[src/rtl/lsu_rmw.sv]
// Sequential load/store unit: valid/ready request capture, read-modify-write for
// sub-word stores and two-word split of misaligned accesses that cross a word boundary.
module lsu_rmw #(
    parameter int unsigned ADDR_W      = 32,
    parameter bit          MISALIGN_EN = 1'b1
) (
    input  logic              clk,
    input  logic              rst,
    input  logic              req_valid,
    output logic              req_ready,
    input  logic [3:0]        req_op,
    input  logic [ADDR_W-1:0] req_addr,
    input  logic [31:0]       req_wdata,
    output logic              resp_valid,
    output logic [31:0]       resp_rdata,
    output logic              resp_err,
    output logic [ADDR_W-3:0] mem_addr,
    output logic              mem_re,
    input  logic [31:0]       mem_rdata,
    output logic              mem_we,
    output logic [31:0]       mem_wdata
);

    localparam int unsigned WA_W = ADDR_W - 2;

    localparam logic [2:0] IDLE = 3'd0;
    localparam logic [2:0] RD0  = 3'd1;
    localparam logic [2:0] RD1  = 3'd2;
    localparam logic [2:0] CAP  = 3'd3;
    localparam logic [2:0] WR0  = 3'd4;
    localparam logic [2:0] WR1  = 3'd5;
    localparam logic [2:0] RESP = 3'd6;

    localparam logic [3:0] OP_LB  = 4'd0;
    localparam logic [3:0] OP_LH  = 4'd1;
    localparam logic [3:0] OP_LW  = 4'd2;
    localparam logic [3:0] OP_LBU = 4'd3;
    localparam logic [3:0] OP_LHU = 4'd4;
    localparam logic [3:0] OP_SB  = 4'd5;
    localparam logic [3:0] OP_SH  = 4'd6;
    localparam logic [3:0] OP_SW  = 4'd7;

    logic [2:0]        state, state_n;
    logic [3:0]        op_q, op_n;
    logic [ADDR_W-1:0] addr_q, addr_n;
    logic [31:0]       wdata_q, wdata_n;
    logic [31:0]       lo, lo_n, hi, hi_n;

    logic              accept;
    logic [2:0]        size;
    logic [1:0]        off;
    logic              is_store, invalid, misal, span, err_n;
    logic [WA_W-1:0]   w0, w1;
    logic [63:0]       cur, bit_mask, ins_data, merged, shifted;
    logic [7:0]        byte_en;
    logic [31:0]       size_mask, load_val;

    // The request as seen by this cycle's decode: live inputs on accept, else the captured copy.
    always_comb begin
        accept  = req_valid && (state == IDLE);
        op_n    = accept ? req_op    : op_q;
        addr_n  = accept ? req_addr  : addr_q;
        wdata_n = accept ? req_wdata : wdata_q;

        off      = addr_n[1:0];
        invalid  = op_n[3];
        is_store = (op_n == OP_SB) || (op_n == OP_SH) || (op_n == OP_SW);
        case (op_n)
            OP_LB, OP_LBU, OP_SB: size = 3'd1;
            OP_LH, OP_LHU, OP_SH: size = 3'd2;
            default:              size = 3'd4;
        endcase
        misal = ((size == 3'd2) && off[0]) || ((size == 3'd4) && (off != 2'd0));
        span  = (4'(off) + 4'(size)) > 4'd4;
        err_n = invalid || (misal && !MISALIGN_EN);
        w0    = addr_n[ADDR_W-1:2];
        w1    = w0 + WA_W'(1);
    end

    always_comb begin
        state_n = state;
        lo_n    = lo;
        hi_n    = hi;
        case (state)
            IDLE: begin
                if (req_valid) begin
                    lo_n = 32'd0;
                    hi_n = 32'd0;
                    if (err_n)
                        state_n = RESP;
                    else if ((op_n == OP_SW) && (off == 2'd0))
                        state_n = WR0;
                    else
                        state_n = RD0;
                end
            end
            RD0: state_n = span ? RD1 : CAP;
            RD1: begin
                lo_n    = mem_rdata;
                state_n = CAP;
            end
            CAP: begin
                if (span)
                    hi_n = mem_rdata;
                else
                    lo_n = mem_rdata;
                state_n = is_store ? WR0 : RESP;
            end
            WR0:     state_n = span ? WR1 : RESP;
            WR1:     state_n = RESP;
            RESP:    state_n = IDLE;
            default: state_n = IDLE;
        endcase
    end

    // Store merge and load extraction over the two-word window {hi,lo}.
    always_comb begin
        cur       = {hi_n, lo_n};
        size_mask = (size == 3'd1) ? 32'h0000_00FF :
                    (size == 3'd2) ? 32'h0000_FFFF : 32'hFFFF_FFFF;
        byte_en   = ((size == 3'd1) ? 8'h01 : (size == 3'd2) ? 8'h03 : 8'h0F) << off;
        for (int i = 0; i < 8; i++)
            bit_mask[i*8 +: 8] = {8{byte_en[i]}};
        ins_data  = 64'(wdata_n & size_mask) << {off, 3'b000};
        merged    = (cur & ~bit_mask) | ins_data;
        shifted   = cur >> {off, 3'b000};
        case (op_n)
            OP_LB:   load_val = {{24{shifted[7]}}, shifted[7:0]};
            OP_LBU:  load_val = {24'd0, shifted[7:0]};
            OP_LH:   load_val = {{16{shifted[15]}}, shifted[15:0]};
            OP_LHU:  load_val = {16'd0, shifted[15:0]};
            OP_LW:   load_val = shifted[31:0];
            default: load_val = 32'd0;
        endcase
    end

    // State, captured request and registered outputs decoded from the next state.
    always_ff @(posedge clk or posedge rst) begin
        if (rst) begin
            state      <= IDLE;
            op_q       <= 4'd0;
            addr_q     <= '0;
            wdata_q    <= 32'd0;
            lo         <= 32'd0;
            hi         <= 32'd0;
            req_ready  <= 1'b1;
            resp_valid <= 1'b0;
            resp_rdata <= 32'd0;
            resp_err   <= 1'b0;
            mem_addr   <= '0;
            mem_re     <= 1'b0;
            mem_we     <= 1'b0;
            mem_wdata  <= 32'd0;
        end else begin
            state <= state_n;
            lo    <= lo_n;
            hi    <= hi_n;
            if (accept) begin
                op_q    <= req_op;
                addr_q  <= req_addr;
                wdata_q <= req_wdata;
            end
            req_ready  <= (state_n == IDLE);
            mem_re     <= (state_n == RD0) || (state_n == RD1);
            mem_we     <= (state_n == WR0) || (state_n == WR1);
            mem_addr   <= ((state_n == RD0) || (state_n == WR0)) ? w0 :
                          ((state_n == RD1) || (state_n == WR1)) ? w1 : '0;
            mem_wdata  <= (state_n == WR0) ? merged[31:0] :
                          (state_n == WR1) ? merged[63:32] : 32'd0;
            resp_valid <= (state_n == RESP);
            if (state_n == RESP) begin
                resp_rdata <= err_n ? 32'd0 : load_val;
                resp_err   <= err_n;
            end
        end
    end

endmodule

[config.mk]
export PLATFORM = sky130hd
export DESIGN_NAME = lsu_rmw
export DESIGN_NICKNAME = d
export VERILOG_FILES = /design/src/rtl/lsu_rmw.sv
export SDC_FILE = /design/constraint.sdc
export NUM_CORES = 1
export LEC_CHECK = 0
export ABC_CLOCK_PERIOD_IN_PS = 10330
export BUFFER_PORTS_ARGS = -buffer_cell sky130_fd_sc_hd__buf_2
export CORE_MARGIN = 5
export CORE_UTILIZATION = 40
export CTS_CLUSTER_DIAMETER = 50
export DETAILED_ROUTE_END_ITERATION = 12
export HOLD_SLACK_MARGIN = 0.15
export MAX_ROUTING_LAYER = met4
export SYNTH_ARGS = -nofsm -noshare
export SYNTH_HDL_FRONTEND = slang
export SYNTH_SLANG_ARGS = --single-unit
export TNS_END_PERCENT = 5
[constraint.sdc]
create_clock -name clk -period 10.33 [get_ports clk]
set_input_delay 2.066 -clock clk [delete_from_list [all_inputs] [get_ports clk]]
set_output_delay 2.066 -clock clk [all_outputs]
set_load 0.005 [all_outputs]
# == Yosys cells after proc, flatten, opt, wreduce, memory -nomap -nowiden ==
# Index checks and enable logic that the tools add are counted.
# totals
word_cells,84
latchBits,0
input_bits,103
register_bits,234
mem_bits_rw,0
rom_bits,0
mem_count,0
out_inout_bits,99
# op_classes
div,0
addsub,2
n_reduce_logical,14
n_shift,3
mux,27
mul,0
bitwise_logic,4
n_lt_le_gt_ge,1
eq_ne,19
# op_table
op,n
2-to-1 mux 32 bit,11
case mux 32 bit (5 select lines),1
case mux 32 bit (3 select lines),1
bitwise AND 64 bit,1
inverter 64 bit,1
OR 64 bit,1
case mux 32 bit (2 select lines),1
<< shifter 32 x 5 -> 64 bit,1
right shift 64 x 5 -> 32 bit,1
2-to-1 mux 30 bit,2
bitwise AND 32 bit,1
"adder 30 x 1 -> 30 bit, second input constant",1
case mux 3 bit (6 select lines),1
"== test 4 x 3 -> 1 bit, second input constant",4
"== test 3 bit, second input constant",5
"== test 3 x 2 -> 1 bit, second input constant",4
2-to-1 mux 4 bit,3
"== test 3 x 1 -> 1 bit, second input constant",3
2-to-1 mux 3 bit,3
"== test 4 x 2 -> 1 bit, second input constant",2
<< shifter 4 x 2 -> 8 bit,1
logical NOT 3 bit,2
logical OR 1 bit,6
case mux 3 bit (2 select lines),1
9 further kinds,12

# == Depth between registers and ports, before layout ==
# Gate-level depths: netlist of run 1.
# logic_depth
ltp_word,15
mapped_depth,24
depth_no_buf,17

# == Worst setup path after synthesis of run 1 ==
# Ideal clock, no wire load.
# synth_timing
kind,input port to flip-flop
start,input req_valid
end,register resp_rdata[25]
required_time_ns,10.199
t_arrival_ns,6.978
path_buffers,8
stages,22
setup_slack_ns,3.221
setup_time_ns,0.131
cell_sequence,or4b_1 > buf_2 > buf_2 > buf_2 > buf_2 > buf_2 > a21oi_1 > a221o_1 > ha_1 > nor2_1 > ha_1 > fa_1 > or2_2 > a22o_1 > buf_2 > a221o_1 > clkbuf_1 > clkbuf_1 > a22o_1 > mux2_2 > a221oi_1 > nand3_1
# synth_via
elab_chain_len,12
elab_cells_between_ends,37
classes_between,add/sub (1); order compare (1); eq/ne (8); shift (1); mux (18); reduce/logical (8)
# synth_lines
element,line,text
"start, declared",9,"input logic req_valid,"
logical AND 1 bit,60,accept = req_valid && (state == IDLE);
2-to-1 mux 4 bit,-,
== test 4 x 3 -> 1 bit (tied with other cells),68,case (op_n)
OR reduction 3 bit,68,
case mux 3 bit (2 select lines),68,
adder 2 x 3 -> 4 bit,74,span = (4'(off) + 4'(size)) > 4'd4;
greater-than comparator 4 x 3 -> 1 bit,74,
2-to-1 mux 32 bit,103,if (span)
case mux 32 bit (3 select lines) *,84,case (state)
named net lo_n[25],47,"logic [31:0] lo, lo_n, hi, hi_n;"
right shift 64 x 5 -> 32 bit *,126,"shifted = cur >> {off, 3'b000};"
case mux 32 bit (5 select lines) *,127,case (op_n)
2-to-1 mux 32 bit *,172,resp_rdata <= err_n ? 32'd0 : load_val;
"end signal, assigned",172,
"end, declared",15,"output logic [31:0] resp_rdata,"
# Mark *: on every way through the listed nets, which the timed path passes. The rest lies on a longest branch.
# A chain may end at the register's enable or synchronous reset.

# == Worst setup path in the final report of run 1 ==
# layout_timing
start,input req_valid
end,register resp_rdata[19]
# layout_via
elab_chain_len,12
elab_cells_between_ends,37
classes_between,add/sub (1); order compare (1); eq/ne (8); shift (1); mux (18); reduce/logical (8)
# layout_lines
element,line
logical AND 1 bit,60
2-to-1 mux 4 bit,-
== test 4 x 3 -> 1 bit (tied with other cells),"67, 68"
OR reduction 3 bit,68
case mux 3 bit (2 select lines),68
adder 2 x 3 -> 4 bit,74
greater-than comparator 4 x 3 -> 1 bit,74
2-to-1 mux 32 bit,103
case mux 32 bit (3 select lines) / case mux 32 bit (2 select lines) (equally long branches),84
right shift 64 x 5 -> 32 bit,126
case mux 32 bit (5 select lines),127
2-to-1 mux 32 bit,172
# Several ways; a longest one is shown, not always the timed one.

==> results.cfg, run 1 <==
[placed_design]
dp_hpwl_um = 28800
io_buffers = 201
pre_cts_ws_ps = 2140
gp_congestion = 0.956

[yosys]
synth_cell_types = 67
synth_xor_xnor_area_share_pct = 1.39
synthArstFlopShare_pct = 100
synth-main-ff-cell = dfrtp_1
synth_fp_nets = 1372
yosysSeqAreaShare_pct = 49.0
synthCells = 1263
muxShareOfSynthArea_pct = 8.24
ys_warn_count = 0
synthSimpleGateAreaFrac_pct = 16.1
synth_seq_cells = 234
synth-edff-count = 0
syn_area_mm2 = 0.0120
synth.avg_cell_area_um2 = 9.47
synth-adder-area-share_pct = 0.691
synth_compound_area_share_pct = 19.7
synth_top_family_by_area = compound AO/OA/AOI/OAI gates

[timing]
tightest_slew_ps = 1180
fin_tns_setup_ps = 0
slew_headroom_pct = 21.1
hold_viol = 0
worst_slack_ps = 2640
finalMaxSlewViolations = 0
fin_crit_ps = 7690
fin_crit_sh_pct = 74.4
rsz0062_at_grt = no
setup_viol = 0
fin_worst_skew_ps = 15.4
max_clock_freq_ghz = 0.130

[cells_and_area]
num-nets-final = 1527
post-route-util_pct = 48.0
n_fill_cell = 2862
drive_gt1_share_pct = 22.0
final_cell_mix = dfrtp_1, nand2_1, buf_2, nor2_1, a21oi_1
area_growth_pct = 18.6
mostFrequentLayoutCell = dfrtp_1

[detailed_routing]
dr.pass1.iters = 9
drc = 0
drt_iter0_markers = 960
wl_per_cell_um = 22.1
via_count = 10600
vias_per_cell = 5.82
ant_nets = 0
routed_wl_um = 40500

[cts]
clk_pin_slew_worst_paths_ps = 60
htreeDepth = 1
cts_setup_buffers = 0
cts_buffers = 30
clkLatencyLatePin_ps = 550
cts_tree = done
clock_path_buffers = 3
hold_buffers = 0
root_buffer = clkbuf_16
clock-sinks = 234
cts-resized-gates = 0

[floorplanning]
initial_core_util_pct = 40.5
core-area_mm2 = 0.0296
design.die.area_mm2 = 0.0335
fp.dieW_um = 183
die_h_um = 183
rows = 63
ios = 202

[outcome]
status = completed

[pwr]
power.leakage_nw = 6.98
vdd_drop_max_uv = 184
power.density_mw_per_mm2 = 383

[setup_path]
crit_required_ps = 10710
critical-path-top-delay-family = buffers and inverters
reg2reg_from = state[1]$_DFF_PP0_
crit_path_top_delay_cell = a21oi_1
crit_start = req_valid
regToRegSetupSlack_ps = 3590
start_kind = input pin
path_class = in2reg
crit_arrival_ps = 8070
rr_worst_depth = 14
worstPathMaxFanout = 50
crit_end = resp_rdata[19]$_DFFE_PP0P_
r2r_end = resp_rdata[19]$_DFFE_PP0P_
worst-path-buf-inv = 4
cp_num_cells = 15
cp-end-kind = flip-flop
max_stage_delay_ps = 810
worstPathCellList = buf_2, or4b_4, mux2i_4, buf_4, inv_2, ha_1, fa_1, or2_2, a22o_1, a211o_1, a21oi_1, nand2_1, clkinv_1, mux2i_1, nand4_1

[grt]
grt_pass1_wl_um = 62100
grt_max_degree = 157
grt.total_usage_pct = 24.1
antenna_found_initial = 0
first_global_vias = 10600
grt_overflow = 0

[min_path]
hold_path.class = reg2reg
min_delay_path_depth = 2

[run]
drv_cap = 0
==> worst register-to-register path: cells and delay by family (launching register included) <==
kind | cells | cell delay, ps
and+or+nand+nor | 4 | 1750
buffers and inverters | 3 | 1660
AOI/OAI and AO/OA | 3 | 1440
adders and majority gates | 2 | 760
DFF | 1 | 550
muxes | 2 | 450
==> where the power goes <==
part           switching, mW  internal [mW]  total, mW
registers              0.192           1.29       1.48
clock network          0.406          0.624       1.03
logic                   1.92          0.999       2.92
==> kinds of logic (layout without fill, tap and decap cells) <==
group           count (synthesis)  after routing
other cells                     0              1
flops                         234            234
mux                            92             92
xor+xnor                       19             19
simple gates                  429            429
compound gates                337            337
buf+inv                       146            322
fa+ha+maj                       6              6
==> worst min path at each step <==
stage | slack [ps] | to | from
4_1_cts | 490 | resp_rdata[0]$_DFFE_PP0P_ | resp_rdata[0]$_DFFE_PP0P_
2_1_floorplan | 460 | addr_q[31]$_DFF_PP0_ | addr_q[31]$_DFF_PP0_
3_5_place_dp | 470 | resp_rdata[7]$_DFFE_PP0P_ | resp_rdata[7]$_DFFE_PP0P_
5_1_grt | 510 | resp_rdata[0]$_DFFE_PP0P_ | resp_rdata[0]$_DFFE_PP0P_
6_report | 480 | resp_rdata[0]$_DFFE_PP0P_ | resp_rdata[0]$_DFFE_PP0P_
3_3_place_gp | 470 | resp_rdata[0]$_DFFE_PP0P_ | resp_rdata[0]$_DFFE_PP0P_
==> final cells by class <==
class	instances	area (um2)	area share, %
flip-flops and latches	234	5860	41.3
inverters	55	214	1.51
clock buffers	43	891	6.28
clock inverters	10	104	0.732
well taps	390	488	3.44
multi-input cells	883	5520	38.9
repair buffers	214	1100	7.78
diodes	1	2.50	0.0176
==> registers in the layout, summed over array words and instances (netlist names) <==
signal      flops
addr_q         32
hi             32
lo             32
mem_addr       30
mem_re          1
mem_wdata      32
mem_we          1
op_q            4
req_ready       1
resp_err        1
resp_rdata     32
resp_valid      1
state           3
wdata_q        32
==> per-layer routing <==
metal	part of all wire, %	global-route usage, %
met1	42	31.2
met2	48	39.1
met3	6.5	3.53
met4	3.8	8.13
met5	0	-
==> synthesized netlist by cell type, drive strengths merged, types with 4 or more instances <==
cell / count / area (um2)
nand4: 14 / 87.6
a41oi: 4 / 35.0
a22o: 39 / 342
o21ai: 51 / 255
nand2b: 6 / 37.5
a221oi: 28 / 245
xor2: 10 / 87.6
xnor2: 9 / 78.8
mux2i: 60 / 626
nand2: 222 / 836
nor2: 75 / 282
o22a: 7 / 61.3
a211oi: 5 / 37.5
a221o: 9 / 90.1
o2bb2ai: 9 / 78.8
a31oi: 5 / 37.5
buf: 32 / 159
a22oi: 17 / 128
clkbuf: 59 / 221
mux2: 32 / 360
a222oi: 8 / 80.1
nor3: 17 / 85.1
o22ai: 39 / 244
ha: 5 / 62.6
o211ai: 11 / 82.6
a21oi: 73 / 365
o221ai: 7 / 61.3
a21boi: 12 / 90.1
and2: 8 / 50.1
inv: 54 / 203
or3: 24 / 150
nand3: 33 / 165
dfrtp: 233 / 5830
and3: 11 / 68.8
==> through the flow <==
stage | total power, mW | instances | hold slack, ps | instance area [um2]
2_1_floorplan | 3.45 | 1263 | 461 | 12000
3_3_place_gp | 4.31 | 1776 | 472 | 13200
3_5_place_dp | 4.36 | 1776 | 467 | 13200
4_1_cts | 5.41 | 1829 | 489 | 14200
5_1_grt | 5.77 | 1829 | 514 | 14200
6_report | 5.43 | 1830 | 478 | 14200
(Power assumes the default switching activity.)
==> inputs of run 2 (changes only) <==
Settings changed: ABC_CLOCK_PERIOD_IN_PS 10330 to 6500.
Clock period 10.33 ns to 6.5 ns, I/O delays scaled along.
==> results.cfg, run 2 (synthesis gave the netlist of run 1 again) <==
[outcome]
status = completed

[pwr]
comb_power_share_pct = 54.8
power.leakage_nw = 7.04
p_switching_mw = 4.07
vdd_drop_max_uv = 270
clkPwrFrac_pct = 18.4
power.share.switching_pct = 46.4
p_seq_share_pct = 26.8
p_int_mw = 4.70
power.density_mw_per_mm2 = 614

[timing]
fin_worst_skew_ps = 9.77
tightest_slew_ps = 1050
fin_crit_ps = 5670
max_clock_freq_ghz = 0.176
fin_crit_sh_pct = 87.3
setup_viol = 0
rsz0062_at_grt = no
finalMaxSlewViolations = 0
fin_tns_setup_ps = 0
worst_slack_ps = 828
slew_headroom_pct = 30.1
hold_viol = 0

[setup_path]
crit_arrival_ps = 6040
r2r_end = resp_rdata[12]$_DFFE_PP0P_
regToRegSetupSlack_ps = 1000
worstPathMaxFanout = 24
max_stage_delay_ps = 690
worstPathCellList = buf_2, nor4b_4, mux2i_1, buf_4, inv_1, a221o_1, ha_1, nor2_1, ha_1, fa_1, or2_2, a22o_1, a221o_1, a221o_1, nand4_1, or4_1, o211ai_1
cp-end-kind = flip-flop
critical-path-top-delay-family = compound AO/OA/AOI/OAI gates
path_class = in2reg
worst-path-buf-inv = 3
start_kind = input pin
crit_path_top_delay_cell = or4_1
rr_worst_depth = 16
reg2reg_from = state[1]$_DFF_PP0_
cpMostUsedCell = a221o_1
crit_required_ps = 6870

[min_path]
min_delay_path_depth = 2
hold_path.class = reg2reg
hold_end = resp_rdata[1]$_DFFE_PP0P_
min-delay-start = resp_rdata[1]$_DFFE_PP0P_

[cells_and_area]
n_fill_cell = 2890
register_area_mm2 = 0.00586
drive_gt1_share_pct = 22.8
final_cell_mix = dfrtp_1, nand2_1, buf_2, nor2_1, a21oi_1
area_growth_pct = 19.4
multi_input_area_mm2 = 0.00552
mostFrequentLayoutCell = dfrtp_1
n_antenna_cell = 0
finalNonFillerCells = 1843
num-nets-final = 1543

[floorplanning]
rows = 63
die_h_um = 183
core-area_mm2 = 0.0296
design.die.area_mm2 = 0.0335
fp.dieW_um = 183
ios = 202
initial_core_util_pct = 40.5

[grt]
antenna_found_initial = 0
grt.total_usage_pct = 24.6
grt_pass1_wl_um = 63100
grt_overflow = 0
first_global_vias = 10800
grt_max_degree = 155

[detailed_routing]
wirelength_met1_um = 17300
dr_wl_met3_um = 2720
topRoutingLayerUsed = met4
wl_per_cell_um = 22.4
met2_wirelength_um = 19400
dr.pass1.iters = 6
drc = 0
via_count = 10700
routed_wl_um = 41400
drt_iter0_markers = 953
ant_nets = 0
vias_per_cell = 5.81

[cts]
root_buffer = clkbuf_16
clock-sinks = 234
htreeDepth = 1
cts_tree = done
clock_path_buffers = 3
cts-resized-gates = 0
cts_setup_buffers = 0
clk_pin_slew_worst_paths_ps = 60
clkLatencyLatePin_ps = 550
cts_buffers = 29
hold_buffers = 0

[placed_design]
dp_hpwl_um = 30200
gp_congestion = 0.932
io_buffers = 201
dp.cells = 1793
pre_cts_ws_ps = 299

[run]
drv_cap = 0
[run 2: changes by cell type in the layout (fill, tap and decap cells not counted), sizes merged]
| cell | delta |
|---|---|
| buf | +17 |
| clkbuf | -6 |
| bufinv | +2 |
| clkinvlp | +2 |
| diode | -1 |
| inv | -1 |
[run 2: power groups by stage]
stage / logic, mW / registers, mW / clock network (mW)
after global routing: 5.18 / 2.41 / 1.70
after detailed placement: 4.70 / 2.36 / 0
after global placement: 4.66 / 2.36 / 0
after floorplan: 3.21 / 2.27 / 0
after CTS: 4.73 / 2.35 / 1.64
final: 4.81 / 2.35 / 1.61
[run 2: how the worst max path moves through the flow]
| stage | startpoint | to | cells after the start |
|---|---|---|---|
| after floorplan | req_valid | resp_rdata[25]$_DFFE_PP0P_ | 22 |
| after global placement | req_valid | resp_rdata[13]$_DFFE_PP0P_ | 17 |
| after detailed placement | req_valid | resp_rdata[15]$_DFFE_PP0P_ | 17 |
| after CTS | req_valid | resp_rdata[14]$_DFFE_PP0P_ | 17 |
| after global routing | req_valid | resp_rdata[13]$_DFFE_PP0P_ | 18 |
| final | req_valid | resp_rdata[12]$_DFFE_PP0P_ | 17 |
[run 2: tightest hold or removal path, delay by kind of cell (launching register included)]
kind | cells | cell delay [ps]
compound gates | 1 | 60
flops | 1 | 350
simple gates | 1 | 50
[run 2: routing by layer]
layer	track usage (%)	vias up
li1	-	4903
met1	32.2	5207
met2	39.4	482
met3	2.84	107
met4	10.0	0
met5	-	-
[run 2: area by class of cell]
class	count	share of cell area, %
inverter	55	1.47
clock inverter	13	1.13
tap	390	3.42
multi-input combinational	883	38.7
clock buffer	37	5.57
timing repair buffer	231	8.71
sequential	234	41.0
[run 2: metrics by stage]
stage	utilization [%]	hold slack, ps	instance area (um2)	total power, mW
after global routing	48.3	524	14300	9.29
after detailed placement	45.1	474	13300	7.07
final	48.3	487	14300	8.77
after floorplan	-	461	12000	5.48
after global placement	45.1	470	13300	7.02
after CTS	48.3	492	14300	8.72
==> inputs of run 3 (changes only) <==
Settings changed: RECOVER_POWER from default to 100.
==> results.cfg, run 3 (synthesis gave the netlist of run 1 again) <==
[grt]
grt_max_degree = 155
use_met1_pct = 32.2
grt_pass1_wl_um = 63100
grt.total_usage_pct = 24.6
grt-busiest-layer = met2
grt_util_met3_pct = 2.84
grt_overflow = 0
antenna_found_initial = 0
grt_use_met2_pct = 39.4
first_global_vias = 10800

[pwr]
p_seq_share_pct = 27.0
p_int_mw = 4.62
clkPwrFrac_pct = 18.5
power.total_mw = 8.69
power.density_mw_per_mm2 = 615
power.share.switching_pct = 46.9
comb_power_share_pct = 54.5
power.leakage_nw = 6.75
p_switching_mw = 4.07
vdd_drop_max_uv = 268

[setup_path]
path_class = in2reg
cp-end-kind = flip-flop
worstPathMaxFanout = 16
start_kind = input pin
crit_required_ps = 6960
crit_arrival_ps = 6300

[cts]
htreeDepth = 1
clk_pin_slew_worst_paths_ps = 60
cts_setup_buffers = 0
clkLatencyLatePin_ps = 550
cts-resized-gates = 0
cts_buffers = 29
clock-sinks = 234
clock_path_buffers = 3
root_buffer = clkbuf_16
hold_buffers = 0
cts_tree = done

[floorplanning]
initial_core_util_pct = 40.5
die_h_um = 183
core-area_mm2 = 0.0296
design.die.area_mm2 = 0.0335
ios = 202
fp.dieW_um = 183
rows = 63

[placed_design]
gp_congestion = 0.932
io_buffers = 201
dp.cells = 1793
dp_hpwl_um = 30200

[timing]
rsz0062_at_grt = no
slew_headroom_pct = -134
hold_viol = 0
tightest_slew_ps = 3510
max_clock_freq_ghz = 0.171
fin_hold_ws_ps = 488
fin_worst_skew_ps = 14.5
fin_tns_setup_ps = 0
finalMaxSlewViolations = 297
fin_crit_ps = 5840
setup_viol = 0
fin_crit_sh_pct = 89.8

[cells_and_area]
finalNonFillerCells = 1843
post-route-util_pct = 47.8
area_growth_pct = 18.2
mostFrequentLayoutCell = dfrtp_1
final_cell_mix = dfrtp_1, nand2_1, buf_2, nor2_1, clkbuf_1
num-nets-final = 1543
n_antenna_cell = 0
drive_gt1_share_pct = 17.4
n_fill_cell = 2926

[detailed_routing]
drt_iter0_markers = 894
routed_wl_um = 41400
dr.pass1.iters = 10
vias_per_cell = 5.84
wl_per_cell_um = 22.5
via_count = 10800
drc = 0
ant_nets = 0

[min_path]
hold_path.class = reg2reg

[outcome]
status = finished with violations
failed_checks = capacitance limit, slew limit

[run]
drv_cap = 4
## run 3: changes by cell type in the layout (fill, tap and decap cells not counted), sizes merged
cell / before / now
buf: 231 / 159
clkbuf: 37 / 109
## run 3: layout make-up
| class | instances | area [um2] | share of cell area, % |
|---|---|---|---|
| timing repair buffer | 231 | 1110 | 7.85 |
| multi-input combinational | 883 | 5520 | 39.0 |
| sequential | 234 | 5860 | 41.4 |
| clock buffer | 37 | 796 | 5.63 |
| clock inverter | 13 | 161 | 1.14 |
| tap | 390 | 488 | 3.45 |
| inverter | 55 | 208 | 1.47 |
## run 3: final timing paths
| path | start | end | slack [ps] | cells after the start |
|---|---|---|---|---|
| worst max-delay path | req_valid | mem_addr[6]$_DFF_PP0_ | 660 | 19 |
| worst min-delay path | resp_rdata[1]$_DFFE_PP0P_ | resp_rdata[1]$_DFFE_PP0P_ | 490 | 2 |
| worst max register to register | state[1]$_DFF_PP0_ | mem_addr[6]$_DFF_PP0_ | 900 | 18 |
| worst min register to register | resp_rdata[1]$_DFFE_PP0P_ | resp_rdata[1]$_DFFE_PP0P_ | 490 | 2 |
| max in group asynchronous | rst | lo[5]$_DFF_PP0_ | 1440 | 3 |
| min in group asynchronous | rst | addr_q[26]$_DFF_PP0_ | 1040 | 2 |
## run 3: per-layer routing
layer	vias up	part of all wire (%)
li1	4895	-
met4	0	4.6
met3	101	7.0
met5	-	0
met2	514	47
met1	5246	41
## run 3: power groups by stage
stage               clock (mW)  combinational [mW]  sequential (mW)
finish                    1.61                4.73             2.35
global route              1.70                5.10             2.41
CTS                       1.64                4.73             2.35
detailed placement           0                4.70             2.36
global placement             0                4.66             2.36
floorplan                    0                3.21             2.27
## run 3: metrics by stage
stage          worst slack [ps]  cell area (um2)
2_1_floorplan               157            12000
3_3_place_gp                430            13300
3_5_place_dp                299            13300
4_1_cts                     861            14300
5_1_grt                     280            14100
6_report                    663            14100
## run 3: critical path, cell delays in order
cell and delay, ps:
clkbuf_1 140, nor4b_4 370, mux2i_1 220, clkbuf_1 170, inv_1 90, a221o_1 320
ha_1 260, nor2_1 150, ha_1 210, fa_1 420, or2_2 290, a22o_1 210
clkbuf_1 200, o311a_1 440, nand2_1 180, clkbuf_1 250, a31o_1 610, nor3b_1 260
a2bb2oi_1 180
